## src/rtl/fetch_sequencer.sv

```systemverilog
// Fetch sequencer: drives the PC register, issues instruction reads,
// buffers one fetched word for decode, handles redirects and HALT.
module fetch_sequencer #(
    parameter int unsigned       WIDTH       = 16,
    parameter logic [WIDTH-1:0]  RESET_PC    = '0,
    parameter logic [3:0]        HALT_OPCODE = 4'hF
) (
    input  logic             clk,
    input  logic             rst,
    input  logic [WIDTH-1:0] pc_current,
    output logic [WIDTH-1:0] pc_next,
    output logic             mem_req,
    output logic [WIDTH-1:0] mem_addr,
    input  logic             mem_ready,
    input  logic [WIDTH-1:0] mem_data,
    input  logic             redirect,
    input  logic [WIDTH-1:0] redirect_target,
    input  logic             stall,
    output logic [WIDTH-1:0] instr,
    output logic             instr_valid,
    output logic [WIDTH-1:0] instr_pc,
    output logic [WIDTH-1:0] pc_plus2,
    output logic             halted
);

    localparam logic [WIDTH-1:0] TWO = WIDTH'(2);

    typedef enum logic [1:0] {
        START = 2'd0,
        FETCH = 2'd1,
        HALT  = 2'd2
    } state_e;

    state_e           state_q, state_d;
    logic [WIDTH-1:0] instr_q, instr_d;
    logic [WIDTH-1:0] ipc_q, ipc_d;
    logic             valid_q, valid_d;

    logic accept;
    logic space;
    logic is_halt;

    assign accept  = valid_q & ~stall;
    assign space   = ~valid_q | accept;
    assign is_halt = (mem_data[WIDTH-1 -: 4] == HALT_OPCODE);

    always_ff @(posedge clk or negedge rst) begin
        if (!rst) begin
            state_q <= START;
            instr_q <= '0;
            ipc_q   <= '0;
            valid_q <= 1'b0;
        end else begin
            state_q <= state_d;
            instr_q <= instr_d;
            ipc_q   <= ipc_d;
            valid_q <= valid_d;
        end
    end

    always_comb begin
        state_d = state_q;
        instr_d = instr_q;
        ipc_d   = ipc_q;
        valid_d = valid_q;
        mem_req = 1'b0;
        pc_next = pc_current;
        unique case (state_q)
            START: begin
                pc_next = RESET_PC;
                state_d = FETCH;
            end
            FETCH: begin
                if (redirect) begin
                    pc_next = redirect_target;
                    valid_d = 1'b0;
                end else begin
                    mem_req = space;
                    if (space && mem_ready) begin
                        instr_d = mem_data;
                        ipc_d   = pc_current;
                        valid_d = 1'b1;
                        if (is_halt) begin
                            state_d = HALT;
                        end else begin
                            pc_next = pc_current + TWO;
                        end
                    end else if (accept) begin
                        valid_d = 1'b0;
                    end
                end
            end
            HALT: begin
                if (redirect) begin
                    pc_next = redirect_target;
                    valid_d = 1'b0;
                    state_d = FETCH;
                end else if (accept) begin
                    valid_d = 1'b0;
                end
            end
            default: begin
                pc_next = RESET_PC;
                state_d = START;
            end
        endcase
    end

    assign mem_addr    = pc_current;
    assign instr       = instr_q;
    assign instr_pc    = ipc_q;
    assign instr_valid = valid_q;
    assign pc_plus2    = ipc_q + TWO;
    assign halted      = (state_q == HALT);

endmodule
```

## config.mk

```make
export PLATFORM = sky130hd
export DESIGN_NAME = fetch_sequencer
export DESIGN_NICKNAME = d
export VERILOG_FILES = /design/src/rtl/fetch_sequencer.sv
export SDC_FILE = /design/constraint.sdc
export NUM_CORES = 1
export LEC_CHECK = 0
export CORE_AREA = 2 2 88 90
export DETAILED_ROUTE_END_ITERATION = 7
export DIE_AREA = 0 0 90 92
export MAX_ROUTING_LAYER = met4
export PLACE_DENSITY = 0.72
export SETUP_SLACK_MARGIN = 0.15
export SYNTH_ARGS = -nofsm -noshare
export SYNTH_HDL_FRONTEND = slang
export SYNTH_SLANG_ARGS = --single-unit
```

## constraint.sdc

```tcl
create_clock -name clk -period 4.6 [get_ports clk]
set_clock_uncertainty 0.2 [all_clocks]
set_input_delay 1.38 -clock clk [delete_from_list [all_inputs] [get_ports clk]]
set_output_delay 1.38 -clock clk [all_outputs]
set_load 0.01 [all_outputs]
```

======== Yosys cells after proc, flatten, opt, wreduce, memory -nomap -nowiden ========
Cells that the tools add are included.
cells by class
  add/subtract/negate cells ............... 2
  divide/modulo/power cells ............... 0
  $mul .................................... 0
  reduce and logical (&&, ||, !) cells .... 5
  order comparisons ....................... 0
  equal/unequal tests ..................... 7
  shift operators ......................... 0
  mux-type cells .......................... 17
  bitwise gates (word level) .............. 5
operators with widths
  kind                                                              count
  16-bit 2-to-1 mux                                                 4
  16-bit by 2-bit adder with 16-bit output (second input constant)  2
  16-bit one-hot mux with 2 select lines                            1
  2-bit 2-to-1 mux                                                  4
  2-bit inequality test (second input constant)                     4
  1-bit 2-to-1 mux                                                  6
  2-bit one-hot mux with 3 select lines                             1
  4-bit == test (second input constant)                             1
  4-bit AND reduction                                               1
  1-bit inverter                                                    3
  3-bit AND reduction                                               1
  2-bit by 1-bit == test with 1-bit output (second input constant)  1
  2-bit == test (second input constant)                             1
  2-bit logical NOT                                                 1
  1-bit one-hot mux with 2 select lines                             1
  2-bit nonzero test                                                1
  1-bit bitwise AND                                                 1
  1-bit logical AND                                                 1
  1-bit bitwise OR                                                  1
storage, ports and cells
  memories kept ........................... 0
  input bits .............................. 53
  latch bits .............................. 0
  logic and storage cells ................. 40
  register bits after elaboration ......... 35
  RAM bits ................................ 0
  memory bits (read-only) ................. 0

======== Logic depth before layout (Yosys ltp) ========
Gate-level depths: netlist of the first run.
  depth after elaboration ................. 7
  depth in mapped cells ................... 9
  depth with buffers taken out ............ 6

======== Least setup slack after synthesis of the first run ========
OpenSTA, ideal clock, no wires.
  kind .................................... input to output
  start ................................... input pc_current[1]
  end ..................................... output pc_next[7]
  slack ................................... 0.229 ns
  cell stages on the path ................. 5
  arrival ................................. 2.791 ns
  buffers on the path ..................... 0
  cell sequence ........................... ha_1 -> nand4_1 -> or4b_1 -> or4_1 -> nand3_1
on the way
  longest elaborated chain between the ends .. 5
RTL lines
  element                                   line  source
  from (decl)                               10    input logic [WIDTH-1:0] pc_current,
  16-bit by 2-bit adder with 16-bit output  86    pc_next = pc_current + TWO;
  16-bit 2-to-1 mux                         83    if (is_halt) begin
  16-bit 2-to-1 mux                         79    if (space && mem_ready) begin
  16-bit 2-to-1 mux                         74    if (redirect) begin
  16-bit one-hot mux with 2 select lines    68    unique case (state_q)
  to (decl)                                 11    output logic [WIDTH-1:0] pc_next,
Every way passes these cells.

======== Worst setup path in the final report of the first run ========
Same ends and word-level chain as after synthesis.

==> impl.org, run 1 <==
** Status
- The run finished, with violations left.
- Violations in the final reports :: negative setup slack

** Final layout
- Across the whole layout, storage elements account for 876 µm².
- With fillers left out, the area of the finished cells amounts to 4410 µm².
- Counting the fill cells in the layout gives just under 700.
- Ratio of cells with drive above 1 in the final layout :: 32.8%
- Summing all multi-input logic gate instances after layout gives between 1500 and 2000 µm².
- The top cell types in the final layout, fill and taps aside, are 101 x sky130_fd_sc_hd__clkdlybuf4s50_1, 54 x sky130_fd_sc_hd__buf_4, 35 x sky130_fd_sc_hd__dfrtp_1, 31 x sky130_fd_sc_hd__mux2_2, 20 x sky130_fd_sc_hd__nand2_1.
- Leaving out fill and tap cells, the most frequent cell in the layout is sky130_fd_sc_hd__clkdlybuf4s50_1.
- Number of inserted diodes :: 0
- Share of the core filled with cells :: between 50% and 60%
- Compared with the post-synthesis result, the final layout area differs by 75.9%.
- In the final design database the tool counted roughly 490 nets.

** GRT
- Global routing used a little over a fifth of the available tracks across all layers.
- Antenna violations before repair :: 0
- The first global-routing pass estimated 13.8 mm of wire.
- Total global routing overflow :: 0
- Pin count of the biggest net entering global routing :: 36
- Number of global-route vias before repair :: approximately 2700

** CTS
- Post-CTS Hold Buffers :: 0
- Clock Pin Slew Worst Setup and Hold Paths :: 0.07 ns
- The clock net in this run drives a total of 35 sinks.
- The root buffer cell chosen for the clock tree is sky130_fd_sc_hd__clkbuf_8.
- Clock latency on the worst-skew pair, taken at its later pin, is just under 0.3 ns.
- Maximum clock insertion buffer count :: 2
- CTS H-tree depth :: 2
- Clock buffers created by TritonCTS :: 5
- TritonCTS built the clock tree.

** Timing
- At the pin with the least slew margin, the transition time is 0.799 ns.
- On the final layout, the worst hold slack is 0.311 ns.
- The routed design could run at a clock period as short as roughly 4.6 ns.
- Headroom to the max-slew limit came out at a little under half.
- Endpoints failing hold :: 0
- After layout, the worst path uses 100% of the clock period.
- Max Clock Freq :: 0.217 GHz
- Setup repair after global routing could not meet its margin everywhere.
- Setup violations remaining at the end of the flow were counted as 1.
- Number of pins exceeding their max-slew limit in the final report :: 0
- Final worst slack :: -0.0135 ns

** Power and ir drop
- Sequential cells account for 27.9% of the total power.
- Combinational logic burns 59.7% of the power.
- Internal power of the cells :: around 0.0014 W
- The worst-case IR drop observed on VDD is 238 µV.
- Total chip power :: roughly 0.0022 W
- Fraction of power consumed by the clock network :: about an eighth
- Sw Ratio :: between 30% and 40%
- Power spent charging and discharging nets :: 0.000798 W
- Leak Pwr :: about 1.9 nW
- Power density normalized to cell area :: just under 500 nW/µm²

** Setup path
- On the critical path, the stage with the largest delay is an instance of sky130_fd_sc_hd__or4b_4.
- STA classifies the critical path endpoint as a primary output.
- CP Data Arrival Time :: just over 3 ns
- Count of buffering cells on the critical path with inverters included :: 2
- CP max FO :: 2
- The critical path goes through buf_8 > ha_4 > nand4_1 > or4b_4 > or4_4 > nand3_2 > buf_6.
- Stage delay of the slowest cell on the critical path :: 0.58 ns
- By startpoint and endpoint, the worst setup path is classified as in2out.
- Cell family contributing the most delay on the critical path :: simple AND/OR/NAND/NOR gates
- STA classifies the critical path startpoint as an input port.
- For the worst setup path, the data required time is 3.02 ns.

** Route
- Number of detailed-route iterations in the first pass :: 4
- DRC :: 0
- For this block, the via count after detailed routing is around 2700.
- The routed design has between 8 and 9 mm of wire.
- Average wire per cell in the routed design :: approximately 16 µm
- In the routed layout, each cell is associated on average with a via count of ~5.1.
- In this run, the number of DRC markers left after iteration 0 of detailed routing was between 150 and 200.
- In this run the remaining antenna-violating nets after routing total 0.

** Floorplan
- Horizontal die dimension :: 90 µm
- The floorplan step set the die height to slightly above 90 µm.
- Initial core utilization :: around 34%
- Die outline area :: ~8300 µm²
- Core Area :: between 7000 and 8000 µm²
- During I/O placement, the number of pins put on the boundary was 136.
- FP Rows :: 32

** Worst hold path
- Worst hold-check path type :: reg2reg

** Yosys
- Each instance of the synthesized netlist takes up on average around 9.6 µm².
- When the netlist entered floorplanning its net count stood at 320.
- sky130_fd_sc_hd__dfrtp_1 takes more of the synthesized area than any other cell.
- Post-synthesis cell type count :: between 50 and 60
- In this run, synthesis inferred 0 flip-flops with an integrated enable.
- Counting flops and latches in the post-synthesis netlist gives 35.
- Of the post-synthesis cell area, the dominant cell type holds 35.0%.
- Fraction of registers with async set or reset after synthesis :: 100%
- In the synthesized netlist, the number of instances is roughly 260.
- For this run, the register share of the synthesized area comes to roughly a third.
- For this run, the number of Yosys warnings is 0.
- In the post-synthesis netlist, the biggest area contributors are sky130_fd_sc_hd__dfrtp_1 35%, sky130_fd_sc_hd__mux2_2 14%, sky130_fd_sc_hd__buf_4 5.1%, sky130_fd_sc_hd__xnor2_1 4.2%, sky130_fd_sc_hd__nand3_1 3.8%.
- Ys flop type :: sky130_fd_sc_hd__dfrtp_1
- Total standard cell area after synthesis :: about 2500 µm²

** Place
- Input and output buffers added on the ports amount to ~140.
- Placement Cell Area :: 4170 µm²
- The wire-length estimate of the detail-placed layout is ~6.6 mm.
- The congestion estimate from routability-driven global placement came to between 0.8 and 0.9.

** Flow run
- The tool flagged a number of max-cap violations equal to 0.
==> sequential cells by signal, indices dropped and copies added, names as in the netlist <==
signal	cells
instr	16
instr_valid	1
instr_pc	16
state_q	2
==> routing by layer <==
metal | part of all wire [%] | wire length [µm] | GRT usage [%]
met5 | 0 | 0 | -
met4 | 2.1 | 181 | 6.92
met3 | 4.5 | 390 | 3.12
met2 | 51 | 4430 | 36.6
met1 | 42 | 3690 | 26.2
==> metrics by stage <==
stage	setup TNS (ns)	instances	setup slack, ns
5_1_grt	-0.0502	535	-0.0427
6_report	-0.0135	535	-0.0135
4_1_cts	-0.0461	534	-0.0461
3_5_place_dp	-8.12	516	-0.883
2_1_floorplan	0	261	0.229
3_3_place_gp	-7.77	516	-0.875
==> final cells by class <==
class                      instances  area share [%]
timing repair buffer             196            39.9
clock inverter                     2           0.852
multi-input combinational        186            34.2
tap                              102            2.90
clock buffer                       5            1.56
inverter                           9           0.767
sequential                        35            19.9
==> synth_stat cells (6+ instances only) <==
library cell and n:
sky130_fd_sc_hd__nand4_1 8, sky130_fd_sc_hd__mux2_2 31, sky130_fd_sc_hd__o21ai_0 9, sky130_fd_sc_hd__xnor2_1 12, sky130_fd_sc_hd__nand2_1 20, sky130_fd_sc_hd__nor2_1 8, sky130_fd_sc_hd__ha_1 6, sky130_fd_sc_hd__clkbuf_1 9
sky130_fd_sc_hd__buf_4 17, sky130_fd_sc_hd__nand3_1 19, sky130_fd_sc_hd__dfrtp_1 35, sky130_fd_sc_hd__inv_1 9, sky130_fd_sc_hd__a32o_1 8
==> cell families after synthesis <==
kind of cell | count (synthesis) | synth area share (%)
mux | 33 | 14.7
compound gates | 47 | 14.6
xor+xnor | 15 | 5.24
buf+inv | 40 | 8.59
simple gates | 85 | 18.8
fa+ha+maj | 6 | 3.00
flops | 35 | 35.0
==> final timing paths <==
kind,startpoint,to,slack (ns),cells past startpoint
max,pc_current[1],pc_next[7],-0.01,7
min,instr[14],instr[14],0.31,1
max reg2reg,state_q[1],instr_pc[7],2.30,8
min reg2reg,instr[14],instr[14],0.31,1
max in group asynchronous,rst,instr_pc[10],2.71,1
min in group asynchronous,rst,instr[7],0.97,1
==> timing repair <==
item,in CTS,in global routing
pin swaps,15,10
setup buffers,11,1
gates resized for setup,103,26
setup endpoints to repair,17,11
==> power by group through the flow <==
stage	clock, W	sequential, W	combinational (W)
after global placement	0	0.000604	0.00130
after CTS	0.000278	0.000609	0.00130
final	0.000271	0.000611	0.00131
after detailed placement	0	0.000614	0.00132
after global routing	0.000292	0.000634	0.00139
after floorplan	0	0.000660	0.000517
Power figures use the tool's default switching activity.
==> run 2, diff against run 1 <==
--- a/config.mk
+++ b/config.mk
@@ -6,9 +6,10 @@
 export NUM_CORES = 1
 export LEC_CHECK = 0
-export CORE_AREA = 2 2 88 90
+export ABC_AREA = 1
+export CORE_AREA = 2 2 91 93
 export DETAILED_ROUTE_END_ITERATION = 7
-export DIE_AREA = 0 0 90 92
+export DIE_AREA = 0 0 93 95
 export MAX_ROUTING_LAYER = met4
-export PLACE_DENSITY = 0.72
+export PLACE_DENSITY = 0.7
 export SETUP_SLACK_MARGIN = 0.15
 export SYNTH_ARGS = -nofsm -noshare
==> constraint.sdc (replaced) <==
create_clock -name clk -period 4.6 [get_ports clk]
set_clock_uncertainty 0.2 [all_clocks]
set_input_delay 0.46 -clock clk [delete_from_list [all_inputs] [get_ports clk]]
set_output_delay 0.46 -clock clk [all_outputs]
set_load 0.01 [all_outputs]
==> run 2 against run 1 <==
The run now ends clean. Critical endpoint is now pc_next[2]. First-iteration DRC count fell by 20%. Combinational power fell by 8%. Worst hold slack got worse by 0.27 ns. Global-route usage fell by 2.5 points. Wire length fell by 5.3%. Clock-buffer cell count did not move. Sequential power fell by 3%. Critical path depth did not move. Non-clock buffer count fell by 60. Core utilization fell by 7.7 points. Register-to-register slack got worse by 0.23 ns. Critical path type is now reg2out.
==> impl.org, run 2 <==
** Status
- The run finished with clean final reports.

** Yosys
- By area the synthesized netlist is led by sky130_fd_sc_hd__dfrtp_1 33%, sky130_fd_sc_hd__nand2_1 9.7%, sky130_fd_sc_hd__mux2_4 5.6%, sky130_fd_sc_hd__o21ai_0 5.4%, sky130_fd_sc_hd__inv_1 5.2%.
- Synth cell count leaders :: 69 x sky130_fd_sc_hd__nand2_1, 37 x sky130_fd_sc_hd__inv_1, 35 x sky130_fd_sc_hd__dfrtp_1
- The post-synth net total came to 406 (+27%).
- The synthesized area divided by synthesized cell count came to 7.70 µm² (-20%).
- Parity-gate share of the synthesized area counting xor and xnor cells :: 4.92% (-0.33 points)
- Area share of fa/ha/maj cells after synthesis :: 2.81% (-0.19 points)
- The fraction of synthesized cell area taken by the top area cell type came to 32.8% (-2.2 points).
- The mux cell area share after synthesis is 8.57% (-6.2 points).
- The number of different library cells in the post-synthesis netlist is 32 (-38%).
- Fraction of the yosys area taken by sequential cells :: 32.8% (-2.2 points)
- Post-synthesis simple-gate area fraction :: 26.4% (+7.6 points)
- Cell type with the largest total area after synthesis :: sky130_fd_sc_hd__dfrtp_1
- By instance count, the leading cell after synthesis is sky130_fd_sc_hd__nand2_1.
- After synthesis, the largest family of logic cells by area is simple AND/OR/NAND/NOR gates.
- Ys flop type :: sky130_fd_sc_hd__dfrtp_1
- The number of synthesis warnings came to 0 (unchanged).
- The combined area of all synthesized cells came to 2670 µm² (+6.6%).
- Post-synthesis compound-gate area fraction :: 11.6% (-3.0 points)
- The synthesized flop and latch total was 35 (unchanged).
- The number of enable-type register cells in the synthesized netlist is 0 (unchanged).
- The async set or reset register ratio after synthesis was 100% (unchanged).
- Synthesized instance count :: 347 (+33%)

** Timing
- The worst hold slack after final layout is 0.0390 ns (-0.272 ns).
- The fmax came to 0.280 GHz (+29%).
- Setup repair after global routing left no endpoint under its margin.
- Setup-failing EPs final :: 0 (-1)
- Fin crit share :: 77.7% (-23 points)
- The final critical-path required period is 3.58 ns (-1.04 ns).
- Transition time of the tightest slew-check pin :: 0.906 ns (+0.107 ns)
- Worst slew margin relative to its limit :: 39.4% (-7.4 points)
- The final setup TNS was 0 ns (+0.0135 ns).
- The max-slew violation count is 0 (unchanged).
- The count of final hold-check violations was 0 (unchanged).

** Route
- Average wire per cell in the routed design :: 14.5 µm (-11%)
- The post-route antenna net violation count came to 0 (unchanged).
- Post-detailed-routing wire length :: 8.23 mm (-5.3%)
- The via count normalized by instance count is 4.75 (-6.9%).
- The total number of vias came to 2705 (-1.0%).
- The DRC violation count after routing came to 0 (unchanged).
- Starting DRT DRC Count :: 136 (-20%)
- The total iterations of the first detailed-routing run was 4 (unchanged).

** CTS
- The quantity of hold-fixing buffers added after cts is 0 (unchanged).
- Gates resized, CTS repair :: 0 (-100%)
- CTS H-tree depth :: 2 (unchanged)
- Root Buffer Master :: sky130_fd_sc_hd__clkbuf_8
- The maximum buffer depth of the clock tree is 2 (unchanged).
- TritonCTS built the clock tree.
- The number of CTS-inserted buffers came to 5 (unchanged).
- Clock Pin Slew Worst Setup and Hold Paths :: 0.08 ns (about the same)
- Clock insertion delay at the later pin of the skew report :: 0.29 ns (about the same)
- Post-CTS setup repair buffer count :: 0 (-11)
- The sink count of the clock tree came to 35 (unchanged).

** Power and ir drop
- Worst voltage drop across the vdd grid :: 222 µV (-6.7%)
- Comb power frac :: 58.0% (-1.7 points)
- Power spent charging and discharging nets :: 0.000786 W (-1.5%)
- The total power divided by cell area was 512 nW/µm² (+2.9%).
- Sw Ratio :: 37.6% (+1.2 points)
- The power share of the clock group was 13.6% (+1.2 points).
- The share of power burned in registers is 28.3% (+0.4 points).
- Leak Pwr :: 1.77 nW (-7.1%)
- Internal power of the cells :: 0.00130 W (-6.5%)

** Setup path
- Slowest library cell on the worst path :: sky130_fd_sc_hd__clkdlybuf4s50_1
- Worst Setup Start Kind :: register
- Count of buffering cells on the critical path with inverters included :: 3 (+1)
- The required time at the endpoint of the critical path came to 3.94 ns (+0.92 ns).
- Among the stages of the critical path, the cell type that occurs most often is sky130_fd_sc_hd__inv_1.
- Kind of end point of the critical path :: primary output
- Crit Reg-Reg Endpoint :: instr_pc[14]
- The largest fanout of any net on the critical path came to 9 (+7).
- Length in cells of the worst reg-to-reg path :: 6 (-2)
- The critical path is of the reg2out type.
- The worst reg-to-reg setup slack is 2.07 ns (-0.23 ns).
- On the critical path the largest part of the delay comes from buffers and inverters.
- The worst register-to-register path begins at state_q[1].
- Walking the worst path, the cells encountered are inv_1 > ha_1 > inv_1 > nor2_1 > nand2_1 > o31ai_1 > clkdlybuf4s50_1.
- CP Data Arrival Time :: 2.92 ns (-0.11 ns)
- The maximum cell stage delay along the critical path is 0.60 ns (+0.02 ns).

** Final layout
- Number of inserted diodes :: 0 (unchanged)
- The number of fill cells in the layout is 795 (+17%).
- Top library cells by usage in the layout, fill and taps aside :: 134 x sky130_fd_sc_hd__clkdlybuf4s50_1, 68 x sky130_fd_sc_hd__nand2_1, 37 x sky130_fd_sc_hd__inv_1, 35 x sky130_fd_sc_hd__dfrtp_1, 29 x sky130_fd_sc_hd__o21ai_0
- Total Nets Final :: 522 (+6.1%)
- Leading cell type in the layout, fill and taps excluded :: sky130_fd_sc_hd__clkdlybuf4s50_1
- Synth-to-Final Area Change :: 52.8%
- Ratio of cells with drive above 1 in the final layout :: 10.8% (-22 points)

** Worst hold path
- Worst hold-check path type :: in2async

** GRT
- Antenna violations before repair :: 0 (unchanged)
- The overall global routing resource usage was 18.9% (-2.5 points).
- The maximum number of pins on one net before global-route repair was 48 (+33%).
- First-pass GRT wire length :: 12.8 mm (-7.3%)
- The global-route congestion overflow total is 0 (unchanged).
- Number of global-route vias before repair :: 2629 (-2.8%)

** Place
- The total of buffers placed on input and output ports came to 135 (unchanged).
- Final estimated routing congestion in global placement :: 1.03 (+24%)
- Post-DP HPWL :: 6.56 mm (-1.2%)

** Floorplan
- Horizontal die dimension :: 93 µm (+3.3%)
- The height of the die came to 95 µm (+3.3%).
- The core box area came to 7930 µm² (+6.5%).
- The I/O pin total is 136 (unchanged).
- Die outline area :: 8840 µm² (+6.7%)
- Initial core utilization :: 33.7% (+0.061 points)
- The floorplan row count is 33 (+3.1%).

** Flow run
- Max_cap viols :: 0 (unchanged)
==> run 2: power groups by stage <==
stage | sequential (W) | clock (W) | combinational [W]
finish | 0.000591 | 0.000284 | 0.00121
global route | 0.000614 | 0.000301 | 0.00131
detailed placement | 0.000599 | 0 | 0.00122
floorplan | 0.000643 | 0 | 0.000507
global placement | 0.000589 | 0 | 0.00121
CTS | 0.000594 | 0.000291 | 0.00123
==> run 2: routing by layer <==
layer / part of all wire (%) / global-route usage, % / vias up
li1: - / - / 1355
met1: 46 / 24.4 / 1245
met3: 5.0 / 2.79 / 7
met2: 48 / 31.6 / 98
met5: 0 / - / -
met4: 0.80 / 4.04 / 0
==> run 2: worst max path at each step <==
stage                       start     endpoint  slack (ns)  depth (start not counted)
floorplan              state_q[0]   pc_next[9]        2.32                          9
global placement    pc_current[1]  pc_next[15]        1.31                         11
detailed placement  pc_current[2]  pc_next[15]        1.31                         11
CTS                    state_q[1]   pc_next[2]        1.04                          7
global route           state_q[0]   pc_next[2]        0.89                          9
finish                 state_q[1]   pc_next[2]        1.02                          7
==> run 2: metrics by stage <==
step           worst slack, ns  util [%]  power [W]  instances  area (µm²)
2_1_floorplan             2.32         -    0.00115        347        2670
3_3_place_gp              1.31      50.1    0.00180        561        3970
3_5_place_dp              1.31      50.1    0.00182        561        3970
4_1_cts                   1.04      51.5    0.00211        569        4080
5_1_grt                  0.886      51.5    0.00222        569        4080
6_report                  1.02      51.5    0.00209        569        4080
==> run 2: cell families (layout without fill, tap and decap cells) <==
logic type | after synthesis | in the layout
AOI/OAI and AO/OA | 57 | 57
and+or+nand+nor | 149 | 149
adders and majority gates | 6 | 6
xor gates and xnor gates | 15 | 15
buffers and inverters | 68 | 185
muxes | 17 | 17
DFF | 35 | 35
==> run 2: area by class of cell <==
type	count	area (µm²)	share of cell area, %
flip-flops and latches	35	876	21.5
inverters	41	154	3.77
repair buffers	136	1350	33.2
multi-input cells	244	1450	35.6
clock inverters	3	43.8	1.07
well taps	105	131	3.22
clock buffers	5	68.8	1.69
==> run 3, diff against run 2 <==
clock period = 3.6 ns   (was 4.6 ns; I/O delays follow)
==> run 3 against run 2 <==
Die area stayed put. Register-to-register slack worse by 0.93 ns. Cell area increased by 0.83%. Sequential cell count is the same. Critical path depth unchanged. Largest power group unchanged.
==> impl.org, run 3 (synthesis results as in run 2) <==
** Floorplan
- Horizontal die dimension :: 93 µm (unchanged)
- Initial core utilization :: 33.7% (unchanged)
- The core box area is 7930 µm² (unchanged).
- Vert. Die Dim :: 95 µm (unchanged)
- Io pins :: 136 (unchanged)
- The die outline area came to 8840 µm² (unchanged).
- FP Rows :: 33 (unchanged)

** Timing
- The max-slew violation count was 0 (unchanged).
- Final worst path period need :: between 3 and 4 ns
- Max Clock Freq :: 0.308 GHz
- Fin crit share :: between 90% and 100%
- Sum of negative setup slack :: 0 ns (unchanged)
- Setup-failing EPs final :: 0 (unchanged)
- Transition time of the tightest slew-check pin :: 0.815 ns (-0.0918 ns)
- Worst slew margin relative to its limit :: 45.7% (+6.3 points)
- Setup repair after global routing left no endpoint under its margin.
- Endpoints failing hold :: 0 (unchanged)

** Final layout
- Non-Filler Cell Area, Final :: 4120 µm² (+0.83%)
- Top library cells by usage in the layout, fill and taps aside :: 134 x sky130_fd_sc_hd__clkdlybuf4s50_1, 68 x sky130_fd_sc_hd__nand2_1, 37 x sky130_fd_sc_hd__inv_1, 35 x sky130_fd_sc_hd__dfrtp_1, 29 x sky130_fd_sc_hd__o21ai_0
- The library cell used most frequently in the layout, excluding fill and tap cells, is sky130_fd_sc_hd__clkdlybuf4s50_1.
- Ratio of cells with drive above 1 in the final layout :: 11.3% (+0.55 points)
- The diode insertion count for antenna repair is 0 (unchanged).
- The final core utilization was 51.9% (+0.43 points).
- Relative to the synthesized area, the layout overhead comes to 54.1%.
- The net count of the finished layout was 527 (+0.96%).
- Number of standard cells in the layout, taps in and fillers out :: 573 (+0.70%)

** Place
- Final estimated routing congestion in global placement :: 0.915 (-12%)
- The total cell area at the placement stage came to 4000 µm² (+0.76%).
- The total of buffers placed on input and output ports came to 135 (unchanged).
- The post-DP HPWL came to 6.56 mm (about the same).
- Placed cells :: 565 (+0.71%)

** CTS
- Post-CTS Hold Buffers :: 1 (+1)
- Clock buffers created by TritonCTS :: 5 (unchanged)
- The worst-skew pair later-pin latency is 0.29 ns (about the same).
- TritonCTS built the clock tree.
- The clock transition at the registers of the reported paths came to 0.08 ns (about the same).
- The maximum buffer depth of the clock tree was 2 (unchanged).
- The H-tree depth reported by CTS was 2 (unchanged).
- Number of clock sinks seen by CTS :: 35 (unchanged)
- The post-CTS setup repair buffer count is 0 (unchanged).
- The cell sitting at the root of the clock tree is a sky130_fd_sc_hd__clkbuf_8.
- The number of gates resized after CTS was 0 (unchanged).

** Power and ir drop
- Sw Ratio :: 37.5% (-0.14 points)
- Power density normalized to cell area :: 648 nW/µm² (+27%)
- Leak Pwr :: 1.79 nW (+0.90%)
- Power spent charging and discharging nets :: 0.00100 W (+27%)
- The design internal power came to 0.00167 W (+28%).
- Total chip power :: 0.00267 W (+28%)
- Worst voltage drop across the vdd grid :: 312 µV (+40%)
- The combinational power share was 58.5% (+0.5 points).
- The share of power burned in registers was 28.2% (about the same).
- The power share of the clock group was 13.3% (-0.3 points).

** Setup path
- Among the stages of the critical path, the cell type that occurs most often is sky130_fd_sc_hd__inv_1.
- Worst Setup Path Type :: reg2out
- Count of buffering cells on the critical path with inverters included :: 3 (unchanged)
- CP max FO :: 9 (unchanged)
- Slack of the worst reg-to-reg path :: 1.14 ns (-0.93 ns)
- STA classifies the critical path endpoint as a primary output.
- Required time of the critical path :: 3.04 ns (-0.90 ns)
- Cells along the critical path :: inv_1 > ha_1 > inv_1 > nor2_1 > nand2_1 > o31ai_1 > clkdlybuf4s50_1
- The length in cells of the worst reg-to-reg path came to 8 (+2).
- Stages on the worst setup path :: 7 (unchanged)
- The worst endpoint data arrival time came to 2.69 ns (-0.23 ns).
- The worst register-to-register path begins at state_q[1].
- Among all stages on the critical path, the largest delay is contributed by sky130_fd_sc_hd__clkdlybuf4s50_1.
- Stage delay of the slowest cell on the critical path :: 0.60 ns (about the same)
- The worst setup path is launched from a register.
- The kind of cell with the highest combined delay along the critical path is buffers and inverters.
- The endpoint identified for the worst register-to-register timing path is instr_pc[8].

** Route
- DRC :: 0 (unchanged)
- Post-detailed-routing wire length :: 8.34 mm (+1.3%)
- Overall via count from detail_route :: 2717 (+0.44%)
- The post-route antenna net violation count was 0 (unchanged).
- The initial DRC count was 84 (-38%).
- The total iterations of the first detailed-routing run is 4 (unchanged).
- The via count normalized by instance count is 4.74 (-0.26%).
- Average wire per cell in the routed design :: 14.6 µm (+0.60%)

** GRT
- The initial antenna violation count was 0 (unchanged).
- The global-route congestion overflow total came to 0 (unchanged).
- Pin count of the biggest net entering global routing :: 36 (-25%)
- First-pass GRT wire length :: 13.6 mm (+6.0%)
- The number of global-route vias before repair came to 2707 (+3.0%).
- Global-route usage over all layers :: 20.2% (+1.3 points)

** Worst hold path
- End of the worst hold path :: instr[5]
- Startpoint of the most critical hold path :: instr[5]
- Hold Crit Depth :: 1
- Worst hold-check path type :: reg2reg

** Status
- The flow ran to the end, and the final reports show no timing, DRC or antenna violations.

** Flow run
- The reported max-cap violation count came to 0 (unchanged).
## run 3: cell types whose count changed in the layout (fill, tap and decap cells not counted)
cell / previous run / this run
sky130_fd_sc_hd__buf_4: 1 / 5
sky130_fd_sc_hd__clkinv_2: 1 / 0
sky130_fd_sc_hd__clkinv_4: 1 / 0
sky130_fd_sc_hd__clkinvlp_4: 0 / 1
sky130_fd_sc_hd__dlygate4sd3_1: 0 / 1
## run 3: area by class of cell
class | instances | area, µm²
Clock buffer | 5 | 68.8
Clock inverter | 2 | 37.5
Fill cell | 786 | 3810
Inverter | 41 | 154
Multi-Input combinational cell | 244 | 1450
Sequential cell | 35 | 876
Tap cell | 105 | 131
Timing Repair Buffer | 141 | 1390
## run 3: layer usage
| metal | track usage [%] | wire length, µm | part of all wire, % |
|---|---|---|---|
| met1 | 26.9 | 3830 | 46 |
| met2 | 31.7 | 3940 | 47 |
| met3 | 3.27 | 474 | 5.7 |
| met4 | 6.13 | 98 | 1.2 |
| met5 | - | 0 | 0 |
## run 3: how the worst max path moves through the flow
stage	start	end	slack (ns)
floorplan	state_q[0]	pc_next[9]	1.42
global placement	pc_current[2]	pc_next[15]	0.52
detailed placement	pc_current[2]	pc_next[15]	0.50
CTS	state_q[1]	pc_next[6]	0.38
global route	state_q[1]	pc_next[2]	0.20
finish	state_q[1]	pc_next[6]	0.35
## run 3: power by group through the flow
stage	logic, W	clock network, W	registers, W
floorplan	0.000648	0	0.000822
finish	0.00156	0.000354	0.000754
CTS	0.00158	0.000360	0.000755
global placement	0.00155	0	0.000752
global route	0.00169	0.000374	0.000789
detailed placement	0.00157	0	0.000760
## run 3: through the flow
stage / setup slack [ns] / hold WS, ns
2_1_floorplan: 1.42 / -0.136
4_1_cts: 0.382 / 0.315
5_1_grt: 0.202 / 0.331
6_report: 0.349 / 0.310
3_5_place_dp: 0.502 / 0.294
3_3_place_gp: 0.520 / 0.288
